[src/rtl/mem_burst_responder_pkg.sv]
// Shared definitions for the memory-bus burst responder: access-size codes,
// default base address, FSM states and burst-length helpers.
package mem_burst_responder_pkg;

  localparam logic [1:0] ACC_1W  = 2'b00;
  localparam logic [1:0] ACC_4W  = 2'b01;
  localparam logic [1:0] ACC_8W  = 2'b10;
  localparam logic [1:0] ACC_16W = 2'b11;

  localparam logic [31:0] DEF_BASE_ADDR = 32'h8002_0000;

  typedef enum logic [1:0] {StIdle, StWrite, StRead, StRdrain} state_e;

  function automatic logic [4:0] burst_len(input logic [1:0] acc);
    unique case (acc)
      ACC_1W:  return 5'd1;
      ACC_4W:  return 5'd4;
      ACC_8W:  return 5'd8;
      default: return 5'd16;
    endcase
  endfunction

  // Index of the final beat (N-1), the form the beat counter compares against.
  function automatic logic [3:0] last_beat(input logic [1:0] acc);
    logic [4:0] len;
    len = burst_len(acc) - 5'd1;
    return len[3:0];
  endfunction

endpackage

[src/rtl/mem_burst_responder_if.sv]
// Processor memory bus between an initiator (fetch, load/store, loader) and
// the burst responder.
interface mem_burst_responder_if;
  logic        enable;
  logic [31:0] addr;
  logic [31:0] data_in;
  logic        wren;
  logic [1:0]  acc_size;
  logic [31:0] data_out;
  logic        busy;
  logic        err;

  modport master (
    output enable, addr, data_in, wren, acc_size,
    input  data_out, busy, err
  );

  modport slave (
    input  enable, addr, data_in, wren, acc_size,
    output data_out, busy, err
  );
endinterface

[src/rtl/mem_burst_addr_gen.sv]
// Burst address generator: loads start word and last-beat index, steps the
// beat counter and RAM word address, and flags the final beat.
module mem_burst_addr_gen #(
  parameter int unsigned RAM_AW = 18
) (
  input  logic              clock,
  input  logic              reset,
  input  logic              load,
  input  logic              step,
  input  logic [RAM_AW-1:0] start_word,
  input  logic [3:0]        beat_max,
  output logic [RAM_AW-1:0] word_addr,
  output logic              last
);

  logic [RAM_AW-1:0] addr_q;
  logic [3:0]        beat_q;
  logic [3:0]        max_q;

  always_ff @(posedge clock) begin
    if (reset) begin
      addr_q <= '0;
      beat_q <= '0;
      max_q  <= '0;
    end else if (load) begin
      addr_q <= start_word;
      beat_q <= 4'd0;
      max_q  <= beat_max;
    end else if (step) begin
      addr_q <= addr_q + RAM_AW'(1);
      beat_q <= beat_q + 4'd1;
    end
  end

  assign word_addr = addr_q;
  assign last      = (beat_q == max_q);

endmodule

[src/rtl/mem_burst_responder.sv]
// Memory-bus burst responder: decodes and range-checks commands, then drives
// one word per cycle onto an external single-port synchronous RAM.
module mem_burst_responder
  import mem_burst_responder_pkg::*;
#(
  parameter logic [31:0] BASE_ADDR = DEF_BASE_ADDR,
  parameter int unsigned RAM_AW    = 18
) (
  input  logic                    clock,
  input  logic                    reset,
  mem_burst_responder_if.slave    bus,
  output logic                    ram_en,
  output logic                    ram_we,
  output logic [RAM_AW-1:0]       ram_addr,
  output logic [31:0]             ram_wdata,
  input  logic [31:0]             ram_rdata
);

  state_e      state_q, state_d;
  logic        en_q, en_d, we_q, we_d;
  logic        err_q, err_d;
  logic        rd_pend_q, rd_pend_d;
  logic [31:0] wdata_q, wdata_d;
  logic [31:0] dout_q, dout_d;

  logic [31:0] cmd_word, cmd_end;
  logic [3:0]  cmd_last;
  logic        cmd_bad;
  logic        abort;
  logic        gen_load, gen_step, gen_last;

  // The whole burst is range-checked up front so the address counter never wraps.
  always_comb begin
    cmd_last = last_beat(bus.acc_size);
    cmd_word = (bus.addr - BASE_ADDR) >> 2;
    cmd_end  = cmd_word + {28'd0, cmd_last};
    cmd_bad  = (bus.addr[1:0] != 2'b00) || (bus.addr < BASE_ADDR) ||
               ((cmd_end >> RAM_AW) != 32'd0);
  end

  mem_burst_addr_gen #(
    .RAM_AW (RAM_AW)
  ) u_addr_gen (
    .clock      (clock),
    .reset      (reset),
    .load       (gen_load),
    .step       (gen_step),
    .start_word (cmd_word[RAM_AW-1:0]),
    .beat_max   (cmd_last),
    .word_addr  (ram_addr),
    .last       (gen_last)
  );

  always_comb begin
    state_d  = state_q;
    en_d     = 1'b0;
    we_d     = 1'b0;
    err_d    = 1'b0;
    wdata_d  = wdata_q;
    gen_load = 1'b0;
    gen_step = 1'b0;
    abort    = (state_q != StIdle) && !bus.enable;

    unique case (state_q)
      StIdle: begin
        if (bus.enable) begin
          if (cmd_bad) begin
            err_d = 1'b1;
          end else begin
            gen_load = 1'b1;
            en_d     = 1'b1;
            we_d     = bus.wren;
            if (bus.wren) begin
              wdata_d = bus.data_in;
              // A single write completes in the strobe cycle without going busy.
              if (cmd_last != 4'd0) state_d = StWrite;
            end else begin
              state_d = StRead;
            end
          end
        end
      end
      StWrite: begin
        if (abort || gen_last) begin
          state_d = StIdle;
        end else begin
          gen_step = 1'b1;
          en_d     = 1'b1;
          we_d     = 1'b1;
          wdata_d  = bus.data_in;
        end
      end
      StRead: begin
        if (abort) begin
          state_d = StIdle;
        end else if (gen_last) begin
          state_d = StRdrain;
        end else begin
          gen_step = 1'b1;
          en_d     = 1'b1;
        end
      end
      StRdrain: state_d = StIdle;
      default:  state_d = StIdle;
    endcase

    // Read data returns one cycle after the strobe; an abort discards it.
    rd_pend_d = en_q && !we_q && !abort;
    dout_d    = rd_pend_q ? ram_rdata : dout_q;
  end

  always_ff @(posedge clock) begin
    if (reset) begin
      state_q   <= StIdle;
      en_q      <= 1'b0;
      we_q      <= 1'b0;
      err_q     <= 1'b0;
      rd_pend_q <= 1'b0;
      wdata_q   <= '0;
      dout_q    <= '0;
    end else begin
      state_q   <= state_d;
      en_q      <= en_d;
      we_q      <= we_d;
      err_q     <= err_d;
      rd_pend_q <= rd_pend_d;
      wdata_q   <= wdata_d;
      dout_q    <= dout_d;
    end
  end

  assign ram_en       = en_q;
  assign ram_we       = we_q;
  assign ram_wdata    = wdata_q;
  assign bus.data_out = dout_q;
  assign bus.busy     = (state_q != StIdle);
  assign bus.err      = err_q;

endmodule

[src/flat_wrapper.sv]
// flat-port wrapper written by rule: the top's interface ports become plain ports
module mem_burst_responder_flat import mem_burst_responder_pkg::*;
#(
  parameter logic [31:0] BASE_ADDR = DEF_BASE_ADDR,
  parameter int unsigned RAM_AW    = 18
)
  (clock, reset, ram_en, ram_we, ram_addr, ram_wdata, ram_rdata, bus_enable, bus_addr, bus_data_in, bus_wren, bus_acc_size, bus_data_out, bus_busy, bus_err);
  mem_burst_responder_if bus_i ();
  input  logic clock;
  input  logic reset;
  output logic ram_en;
  output logic ram_we;
  output logic [RAM_AW-1:0] ram_addr;
  output logic [31:0] ram_wdata;
  input  logic [31:0] ram_rdata;
  input wire logic [$bits(bus_i.enable)-1:0] bus_enable;
  input wire logic [$bits(bus_i.addr)-1:0] bus_addr;
  input wire logic [$bits(bus_i.data_in)-1:0] bus_data_in;
  input wire logic [$bits(bus_i.wren)-1:0] bus_wren;
  input wire logic [$bits(bus_i.acc_size)-1:0] bus_acc_size;
  output wire logic [$bits(bus_i.data_out)-1:0] bus_data_out;
  output wire logic [$bits(bus_i.busy)-1:0] bus_busy;
  output wire logic [$bits(bus_i.err)-1:0] bus_err;
  assign bus_i.enable = bus_enable;
  assign bus_i.addr = bus_addr;
  assign bus_i.data_in = bus_data_in;
  assign bus_i.wren = bus_wren;
  assign bus_i.acc_size = bus_acc_size;
  assign bus_data_out = bus_i.data_out;
  assign bus_busy = bus_i.busy;
  assign bus_err = bus_i.err;
  mem_burst_responder #(.BASE_ADDR(BASE_ADDR), .RAM_AW(RAM_AW)) u_core (.clock(clock), .reset(reset), .bus(bus_i), .ram_en(ram_en), .ram_we(ram_we), .ram_addr(ram_addr), .ram_wdata(ram_wdata), .ram_rdata(ram_rdata));
endmodule
[config.mk]
export PLATFORM = sky130hd
export DESIGN_NAME = mem_burst_responder_flat
export DESIGN_NICKNAME = d
export VERILOG_FILES = /design/src/rtl/mem_burst_responder_pkg.sv /design/src/rtl/mem_burst_responder_if.sv /design/src/rtl/mem_burst_addr_gen.sv /design/src/rtl/mem_burst_responder.sv /design/src/flat_wrapper.sv
export SDC_FILE = /design/constraint.sdc
export NUM_CORES = 1
export LEC_CHECK = 0
export ABC_CLOCK_PERIOD_IN_PS = 7200
export CAP_MARGIN = 20
export CORE_ASPECT_RATIO = 0.6
export CORE_MARGIN = 1
export CORE_UTILIZATION = 38
export CTS_CLUSTER_SIZE = 8
export DETAILED_ROUTE_END_ITERATION = 6
export PLACE_DENSITY = 0.69
export SYNTH_ARGS = -nofsm -noshare
export SYNTH_HDL_FRONTEND = slang
export SYNTH_SLANG_ARGS = --single-unit
[constraint.sdc]
create_clock -name clock -period 7.2 [get_ports clock]
set_input_delay 1.44 -clock clock [delete_from_list [all_inputs] [get_ports clock]]
set_output_delay 1.44 -clock clock [all_outputs]
set_load 0.01 [all_outputs]
; Yosys cells after proc, flatten, opt, wreduce, memory -nomap -nowiden
; Index checks and enable logic that the tools add are counted.
[totals]
elab_cells = 80
in_bits = 102
register_bits = 96
output_inout_bits = 86
[op_classes]
n_eq_ne = 13
reduce_logical = 21
bitwise_logic = 2
n_mux = 28
n_lt_le_gt_ge = 1
addsub = 5
[ops]
columns = cell, count
row1 = 32-bit 2-to-1 mux, 4
row2 = 32-bit one-hot mux with 2 select lines, 1
row3 = 18-bit 2-to-1 mux, 2
row4 = "32-bit less-than comparator, second input constant", 1
row5 = 32-bit nonzero test, 1
row6 = "32-bit subtractor, second input constant", 1
row7 = 30-bit by 4-bit adder with 31-bit output, 1
row8 = "18-bit by 1-bit adder with 18-bit output, second input constant", 1
row9 = 2-bit 2-to-1 mux, 7
row10 = 4-bit one-hot mux with 3 select lines, 1
row11 = 5-bit AND reduction, 2
row12 = 1-bit 2-to-1 mux, 9
row13 = "2-bit inequality test, second input constant", 4
row14 = 2-bit one-hot mux with 4 select lines, 1
row15 = 2-bit nonzero test, 4
row16 = "2-bit == test, second input constant", 3
row17 = "4-bit by 1-bit adder with 4-bit output, second input constant", 1
row18 = "2-bit by 1-bit == test with 1-bit output, second input constant", 2
row19 = 4-bit == test, 1
row20 = 2-bit logical NOT, 2
row21 = 1-bit one-hot mux with 2 select lines, 2
row22 = 4-bit nonzero test, 1
row23 = "4-bit by 1-bit subtractor with 4-bit output, second input constant", 1
row24 = 1-bit logical AND, 3
row25 = other kinds (9), 14

; Longest topological paths before layout
; Gate-level depths: netlist of the first run.
[depth]
ltp_word = 10
mapped_depth = 16
depth_no_buf = 12

; Modules after synthesis
; A second synthesis of the first run with hierarchy kept.
[unflattened]
cells_unflattened = 604
area_unflattened_um2 = 5341.4
[by_module_without_submodules]
columns = module, area_each_um2, seq_area_each_um2, cells_each, n_inst
row1 = mem_burst_responder, 3921.3, 1401.3, 444, 1
row2 = mem_burst_addr_gen, 1420.1, 520.5, 160, 1

; Worst setup path before layout of the first run
; Ideal clock, no wire load.
[synth_timing]
path_kind = input -> register
startpoint = in bus_addr[18]
endpoint = reg u_core.u_addr_gen.addr_q[10] (netlist: u_core.u_addr_gen.word_addr[10])
t_arrival_ns = 4.527
setup_time_ns = 0.121
slack_ns = 2.552
stages = 16
required_time_ns = 7.079
path_buffers = 5
path_cell_list = clkbuf_2 inv_1 ha_1 clkbuf_2 or3b_2 clkbuf_1 nand4_1 a311oi_4 a32oi_1 xnor2_1 nor4_1 and4_4 nor2b_4 buf_6 buf_12 mux2_4
[synth_via]
elab_chain_len = 8
word_cells_on_any_way = 11
classes_between = add/sub (2) / order compare (1) / mux (4) / reduce/logical (4)
[synth_rtl]
columns = item, line_no
row1 = start: declaration, flat_wrapper.sv:17  ; input wire logic [$bits(bus_i.addr)-1:0] bus_addr;
row2 = 32-bit subtractor, mem_burst_responder.sv:35  ; cmd_word = (bus.addr - BASE_ADDR) >> 2;
row3 = 30-bit by 4-bit adder with 31-bit output, mem_burst_responder.sv:36  ; cmd_end = cmd_word + {28'd0, cmd_last};
row4 = 32-bit nonzero test, mem_burst_responder.sv:38  ; ((cmd_end >> RAM_AW) != 32'd0);
row5 = 1-bit logical OR (*), mem_burst_responder.sv:37  ; cmd_bad = (bus.addr[1:0] != 2'b00) || (bus.addr < BASE_ADDR) ||
row6 = 1-bit 2-to-1 mux (*), mem_burst_responder.sv:67  ; if (cmd_bad) begin
row7 = 1-bit 2-to-1 mux (*), mem_burst_responder.sv:66  ; if (bus.enable) begin
row8 = 1-bit 2-to-1 mux (*), mem_burst_responder.sv:64  ; unique case (state_q)
row9 = 18-bit 2-to-1 mux / 2-bit nonzero test (equally long branches), --
row10 = end signal: assignment, mem_burst_addr_gen.sv:26  ; addr_q <= start_word;
row11 = end signal: assignment, mem_burst_addr_gen.sv:30  ; addr_q <= addr_q + RAM_AW'(1);
row12 = end: declaration, mem_burst_addr_gen.sv:16  ; logic [RAM_AW-1:0] addr_q;
; Mark *: on every way between the ends. The rest lies on a longest branch, timed or not.
; A chain may end at the register's enable or synchronous reset.

; Final worst setup path of the first run
[layout_timing]
startpoint = in bus_addr[17]
endpoint = reg u_core.u_addr_gen.addr_q[16] (netlist: u_core.u_addr_gen.word_addr[16])
[layout_via]
elab_chain_len = 8
word_cells_on_any_way = 11
classes_between = add/sub (2) / order compare (1) / mux (4) / reduce/logical (4)
[layout_rtl]
columns = item, line_no
row1 = 32-bit subtractor, mem_burst_responder.sv:35
row2 = 30-bit by 4-bit adder with 31-bit output, mem_burst_responder.sv:36
row3 = 32-bit nonzero test, mem_burst_responder.sv:38
row4 = 1-bit logical OR, mem_burst_responder.sv:37
row5 = 1-bit 2-to-1 mux, mem_burst_responder.sv:67
row6 = 1-bit 2-to-1 mux, mem_burst_responder.sv:66
row7 = 1-bit 2-to-1 mux, mem_burst_responder.sv:64
row8 = 18-bit 2-to-1 mux / 2-bit nonzero test (equally long branches), --
; Parallel ways exist; a longest one is shown, timed or not.

==> summary.md, run 1 <==
| Metric | Value |
|---|---|
| Status | `completed` |
| Yosys warning count | `0` |
| Number of global-route vias before repair | `approximately 4300` |
| Hold path startpoint | `u_core.ram_wdata[30]$_SDFFE_PP0P_` |
| Die area | `between 0.015 and 0.02 sq mm` |
| TritonCTS clock tree | `done` |
| Yosys reg bits | `95` |
| Path depth of the worst reg2reg path | `10` |
| Std-Cell Rows | `33` |
| CTS resizes | `0` |
| XOR/XNOR Fraction of Synth Area | `0.0536` |
| I/O Pins | `188` |
| Setup Skew | `between 0.007 and 0.008 ns` |
| Reg2Reg Setup Slack | `4.41 ns` |
| Initial antenna violation count | `0` |
| Critical path class | `input port to flip-flop` |
| WL/cell | `about 15 microns` |
| CTS Root Cell | `clkbuf_16` |
| Core Region | `about 0.014 sq mm` |
| Synth top area cells | `dfxtp_1 (34%), mux2i_1 (13%), nand2b_1 (8.7%)` |
| WP data arrival | `between 6 and 7 ns` |
| Port-buffer cells | `about 190` |
| Final period util | `0.808` |
| Crit end category | `flip-flop` |
| Post-CTS setup buffer count | `0` |
| Share of layout cells above drive strength 1 | `0.0766` |
| Final HPWL DP | `10700 microns` |
| Rel. slew slack | `0.347` |
| Area growth syn-to-layout | `39.3%` |
| Maxcap violations | `0` |
| RR Endpoint | `u_core.u_addr_gen.word_addr[17]$_SDFFE_PP0P_` |
| Worst endpoint required time | `about 7.4 ns` |
| Synth Net Count | `slightly above 700` |
| Tmin final | `about 5.8 ns` |
| Top_reg_cell synth | `dfxtp_1` |
| Nets | `877` |
| Fmax | `roughly 170 MHz` |
| Max clock buf depth | `2` |
| Via count | `4798` |
| Total Routing Usage GR | `0.183` |
| CTS buffer count | `9` |
| Die height | `around 96 microns` |
| Pre-antenna DRT Iters | `4` |
| Post-synthesis mux area share | `0.173` |
| Hold WC Path Type | `flip-flop to flip-flop` |
| Critical path startpoint category | `input port` |
| Setup TNS after final layout | `0 ns` |
| Worst IR Drop VDD | `around 0.00017 V` |
| # hold bufs at CTS | `0` |
| Yosys cell types | `76` |
| Min-Delay Path Depth | `2` |
| Synthesized instance count | `608` |
| Actual slew at the worst max-slew pin | `0.980 ns` |
| Synthesized cell area | `0.00555 sq mm` |
| Clk slew on worst S/H paths | `roughly 0.07 ns` |
| Setup crit end | `u_core.u_addr_gen.word_addr[16]$_SDFFE_PP0P_` |
| Simple-Gate Fraction of Synth Area | `0.286` |
| Starting Density | `0.398` |
| Worst-Skew Late Latency | `roughly 0.34 ns` |
| FILL cells | `between 1000 and 1500` |
| Placed cells | `945` |
| Final Max Slew Viols | `0` |
| ANT cells | `0` |
| DIE WIDTH | `between 150 and 200 microns` |
| Routability cong. | `0.866` |
| Register Area | `roughly 0.0019 sq mm` |
| Total grt overflow | `0` |
| Largest net degree at the start of global routing | `roughly 150` |
| Yosys top cell by area | `dfxtp_1` |
| Syn avg cell area | `9.13 sq um` |
| Multi-input gate area | `between 0.003 and 0.004 sq mm` |
| Synth Area in Compound Gates | `0.0653` |
| Residual DRC | `0` |
| Synth top area share | `0.342` |
| Worst reg2reg path startpoint | `u_core.u_addr_gen.beat_q[0]$_SDFFE_PP0P_` |
| Non-filler cells, final | `962` |
| Crit path max fanout | `26` |
| RSZ-0062 raised after global routing | `false` |
| Drt initial violations | `about 250` |
| Clk sinks | `95` |
| Final ANT Viol Nets | `0` |
| Post-synth EDFFs | `0` |
| Crit path from | `bus_addr[17]` |
| H-tree depth | `3` |
| Register area share after synthesis | `0.342` |
| Post-Synth Adder-Cell Area | `0.0225` |
| First-pass GRT wire length | `21700 microns` |
| Final setup viols | `0` |
| Asr flop ratio synth | `0` |
| LEAKAGE | `roughly 0.0027 uW` |
| Worst path slowest cell | `nor2b_4` |
| Crit-path max cell delay | `approximately 0.74 ns` |
| Via-to-Cell Ratio | `between 4 and 5` |
| Final WL | `around 15000 microns` |
| Main combinational cell family by area after synthesis | `simple AND/OR/NAND/NOR gates` |
| Fin. Hold Viols | `0` |
| CP Cell Sequence | `clkdlybuf4s50_1, inv_1, ha_1, nor3b_2, nand2_1, a311oi_1, and2_1, a21oi_1, nor4_2, and4_4, nor2b_4, mux2_2` |
| Pwr per Cell Area | `200 mW/mm^2` |
critical path: cells and delay by family:
| family | cells | cell delay (ns) |
|---|---|---|
| AO/OA/AOI/OAI | 2 | 0.80 |
| adder cells (fa/ha/maj) | 1 | 0.32 |
| buffers and inverters | 2 | 0.69 |
| multiplexers | 1 | 0.41 |
| AND/OR/NAND/NOR | 6 | 2.34 |
kinds of logic after synthesis:
family          count (synthesis)
compound gates                 49
fa+ha+maj                      10
buf+inv                        51
mux                            90
flops                          95
simple gates                  279
xor+xnor                       34
final cells by class:
cell class,count,share of cell area
inverters,7,0.00340
clock buffers,10,0.0309
repair buffers,190,0.247
multi-input cells,462,0.433
flip-flops and latches,95,0.246
well taps,192,0.0311
clock inverters,6,0.00825
through the flow:
| step | hold WS (ns) | util | setup slack, ns | power (uW) | area, sq um |
|---|---|---|---|---|---|
| 2_1_floorplan | 0.460 | - | 2.55 | 858 | 5550 |
| 3_3_place_gp | 0.458 | 0.530 | 1.34 | 1070 | 7400 |
| 3_5_place_dp | 0.462 | 0.530 | 1.12 | 1080 | 7400 |
| 4_1_cts | 0.479 | 0.552 | 1.48 | 1570 | 7700 |
| 5_1_grt | 0.495 | 0.554 | 1.01 | 1630 | 7730 |
| 6_report | 0.474 | 0.554 | 1.38 | 1550 | 7730 |
worst min path at each step:
stage / endpoint / slack [ns]
3_5_place_dp: u_core.ram_wdata[10]$_SDFFE_PP0P_ / 0.46
3_3_place_gp: u_core.ram_wdata[23]$_SDFFE_PP0P_ / 0.46
4_1_cts: u_core.ram_wdata[10]$_SDFFE_PP0P_ / 0.48
6_report: u_core.ram_wdata[30]$_SDFFE_PP0P_ / 0.47
5_1_grt: u_core.ram_wdata[27]$_SDFFE_PP0P_ / 0.50
2_1_floorplan: u_core.u_addr_gen.max_q[3]$_SDFFE_PP0P_ / 0.46
synth_stat cells, types with 3 or more instances:
master,instances
buf_2,3
nand2_1,30
ha_1,10
and2_1,3
and4_1,3
mux2_4,10
buf_6,8
clkbuf_1,19
nor2b_1,8
nor2_1,68
a21oi_1,9
a31oi_1,3
buf_1,3
inv_1,7
xnor2_1,17
and2b_1,8
xor2_1,17
and3_1,5
mux2_2,6
buf_4,4
nor4_1,5
a32oi_1,3
nand3_1,17
nand4_1,11
dfxtp_1,95
o21ai_0,6
mux2i_1,73
o211ai_1,4
nand2b_1,77
or3_1,4
a211oi_1,3
nor3_1,10
nand3b_1,4
flip-flops by register name, indices dropped and copies added (netlist names), 2 cells and up:
signal,count
u_core.ram_wdata,32
u_core.state_q,2
u_core.bus.data_out,32
u_core.u_addr_gen.beat_q,4
u_core.u_addr_gen.word_addr,18
u_core.u_addr_gen.max_q,3
power by group:
part	switching, uW	internal (uW)
Clock	221	254
Combinational	196	248
Sequential	37.5	590
Total	455	1090
placed cells by master, fill, tap and decap left out, types with 6 or more instances in the layout:
cell type	count
nor3_1	10
mux2_4	10
nand3_1	17
nor2_1	68
mux2_2	6
nand2_1	30
clkbuf_16	9
inv_1	7
nand4_1	11
xnor2_1	17
nor2b_1	8
clkdlybuf4s50_1	186
xor2_1	17
nand2b_1	77
a21oi_1	9
and2b_1	8
o21ai_0	6
dfxtp_1	94
ha_1	10
mux2i_1	73
layer usage:
| layer | part of all wire | GRT usage |
|---|---|---|
| met5 | 0 | 0 |
| met1 | 0.49 | 0.261 |
| met3 | 0.072 | 0.0482 |
| met4 | 0.0086 | 0.0401 |
| met2 | 0.43 | 0.275 |
Power figures use the tool's default switching activity.
==> run 2: changes to the inputs <==
Settings changed: ABC_CLOCK_PERIOD_IN_PS 7200 to 5190, PLACE_DENSITY 0.69 to 0.71.
Clock period 7.2 ns to 5.19 ns, I/O delays scaled along.
==> summary.md, run 2 (synthesized netlist as in run 1, its figures left out) <==
| Metric | Value |
|---|---|
| Fmax | `roughly 220 MHz` |
| RSZ-0062 raised after global routing | `false` |
| Multi-input gate area | `~0.0033 sq mm` |
| Area growth syn-to-layout | `40.1%` |
| Non-filler cells, final | `about 970` |
| Actual slew at the worst max-slew pin | `0.960 ns` |
| Maxcap violations | `0` |
| Most common cell after layout, fill and taps aside | `clkdlybuf4s50_1` |
| Status | `completed` |
| Hold WC Path Type | `flip-flop to flip-flop` |
| Worst-Skew Late Latency | `about 0.34 ns` |
| Critical path startpoint category | `input port` |
| Std-Cell Rows | `33` |
| # hold bufs at CTS | `0` |
| Hold path startpoint | `u_core.ram_wdata[2]$_SDFFE_PP0P_` |
| Number of global-route vias before repair | `about 4600` |
| Max clock buf depth | `2` |
| Initial antenna violation count | `0` |
| CTS Root Cell | `clkbuf_16` |
| Via count | `about 4900` |
| Final Max Slew Viols | `0` |
| Fin. Hold Viols | `0` |
| Worst endpoint required time | `roughly 5.4 ns` |
| CTS resizes | `0` |
| Residual DRC | `0` |
| Setup Skew | `between 0.01 and 0.015 ns` |
| Critical path class | `input port to flip-flop` |
| TritonCTS clock tree | `done` |
| Core Util, Final | `0.557` |
| Rel. slew slack | `0.360` |
| Pwr per Cell Area | `approximately 280 mW/mm^2` |
| Share of layout cells above drive strength 1 | `0.0826` |
| Pre-antenna DRT Iters | `4` |
| Placed cells | `between 900 and 1000` |
| Final setup viols | `0` |
| Port-buffer cells | `about 190` |
| Commonest non-fill, non-tap cells in the layout | `clkdlybuf4s50_1 (186), dfxtp_1 (94), nand2b_1 (77), mux2i_1 (73), nor2_1 (68)` |
| Register Area | `0.00190 sq mm` |
| LEAKAGE | `roughly 0.0027 uW` |
| Core Region | `~0.014 sq mm` |
| WP data arrival | `roughly 4.8 ns` |
| CTS buffer count | `9` |
| Setup TNS after final layout | `0 ns` |
| Drt initial violations | `between 200 and 250` |
| Die height | `~96 microns` |
| Largest net degree at the start of global routing | `148` |
| DP Area | `between 0.007 and 0.008 sq mm` |
| Routability cong. | `around 0.85` |
| Total Routing Usage GR | `0.194` |
| Post-CTS setup buffer count | `0` |
| FILL cells | `approximately 1300` |
| Worst reg2reg path startpoint | `u_core.state_q[0]$_SDFFE_PP0P_` |
| Final HPWL DP | `~11000 microns` |
| DIE WIDTH | `158 microns` |
| Starting Density | `0.398` |
| Nets | `between 800 and 900` |
| Total grt overflow | `0` |
| Crit path max fanout | `26` |
| H-tree depth | `3` |
| Final ANT Viol Nets | `0` |
| First-pass GRT wire length | `23000 microns` |
| Final Cell Area | `roughly 0.0078 sq mm` |
| Clk slew on worst S/H paths | `around 0.070 ns` |
| Die area | `0.0151 sq mm` |
| Clk sinks | `95` |
| Final period util | `0.891` |
| Tmin final | `4.63 ns` |
| ANT cells | `0` |
| Final WL | `between 10000 and 15000 microns` |
| Crit end category | `flip-flop` |
| WL/cell | `between 15 and 20 microns` |
| Worst IR Drop VDD | `0.000177 V` |
| Via-to-Cell Ratio | `between 5 and 6` |
| Crit path from | `bus_addr[18]` |
| I/O Pins | `around 190` |
run 2: area by class of cell:
type | instances | share of cell area
Inverter | 7 | 0.00338
Timing Repair Buffer | 195 | 0.254
Clock inverter | 7 | 0.00804
Sequential cell | 95 | 0.245
Multi-Input combinational cell | 462 | 0.430
Clock buffer | 9 | 0.0289
Tap cell | 192 | 0.0309
run 2: worst paths after layout:
path,endpoint,slack [ns],cells after the start
worst max register to register,u_core.u_addr_gen.word_addr[17]$_SDFFE_PP0P_,2.51,10
worst min-delay path,u_core.ram_wdata[2]$_SDFFE_PP0P_,0.48,2
worst min register to register,u_core.ram_wdata[2]$_SDFFE_PP0P_,0.48,2
worst max-delay path,u_core.u_addr_gen.word_addr[0]$_SDFFE_PP0P_,0.56,13
run 2: report_power, final:
part | total, uW | switching, uW | internal (uW)
combinational | 630 | 276 | 353
clock | 644 | 308 | 336
sequential | 868 | 49.8 | 818
run 2: worst max-delay path, cell delays in order:
cell and delay (ns):
clkdlybuf4s50_1 0.64, inv_1 0.11, ha_1 0.30, or3b_2 0.32
nand4_1 0.22, a311oi_4 0.50, a32oi_1 0.18, xnor2_1 0.16
nor4_1 0.32, and4_4 0.31, nor2b_4 0.18, buf_12 0.21
mux2_2 0.35
run 2: layer usage:
layer  GRT usage  part of all wire
met2       0.308              0.43
met5           0                 0
met3      0.0559             0.072
met4      0.0425            0.0083
met1       0.260              0.49
run 2: metrics by stage:
stage	setup slack [ns]	hold slack (ns)	power, uW
2_1_floorplan	0.944	0.460	1190
3_3_place_gp	0.411	0.458	1500
3_5_place_dp	0.240	0.463	1510
4_1_cts	0.582	0.481	2170
5_1_grt	0.316	0.494	2250
6_report	0.565	0.477	2140
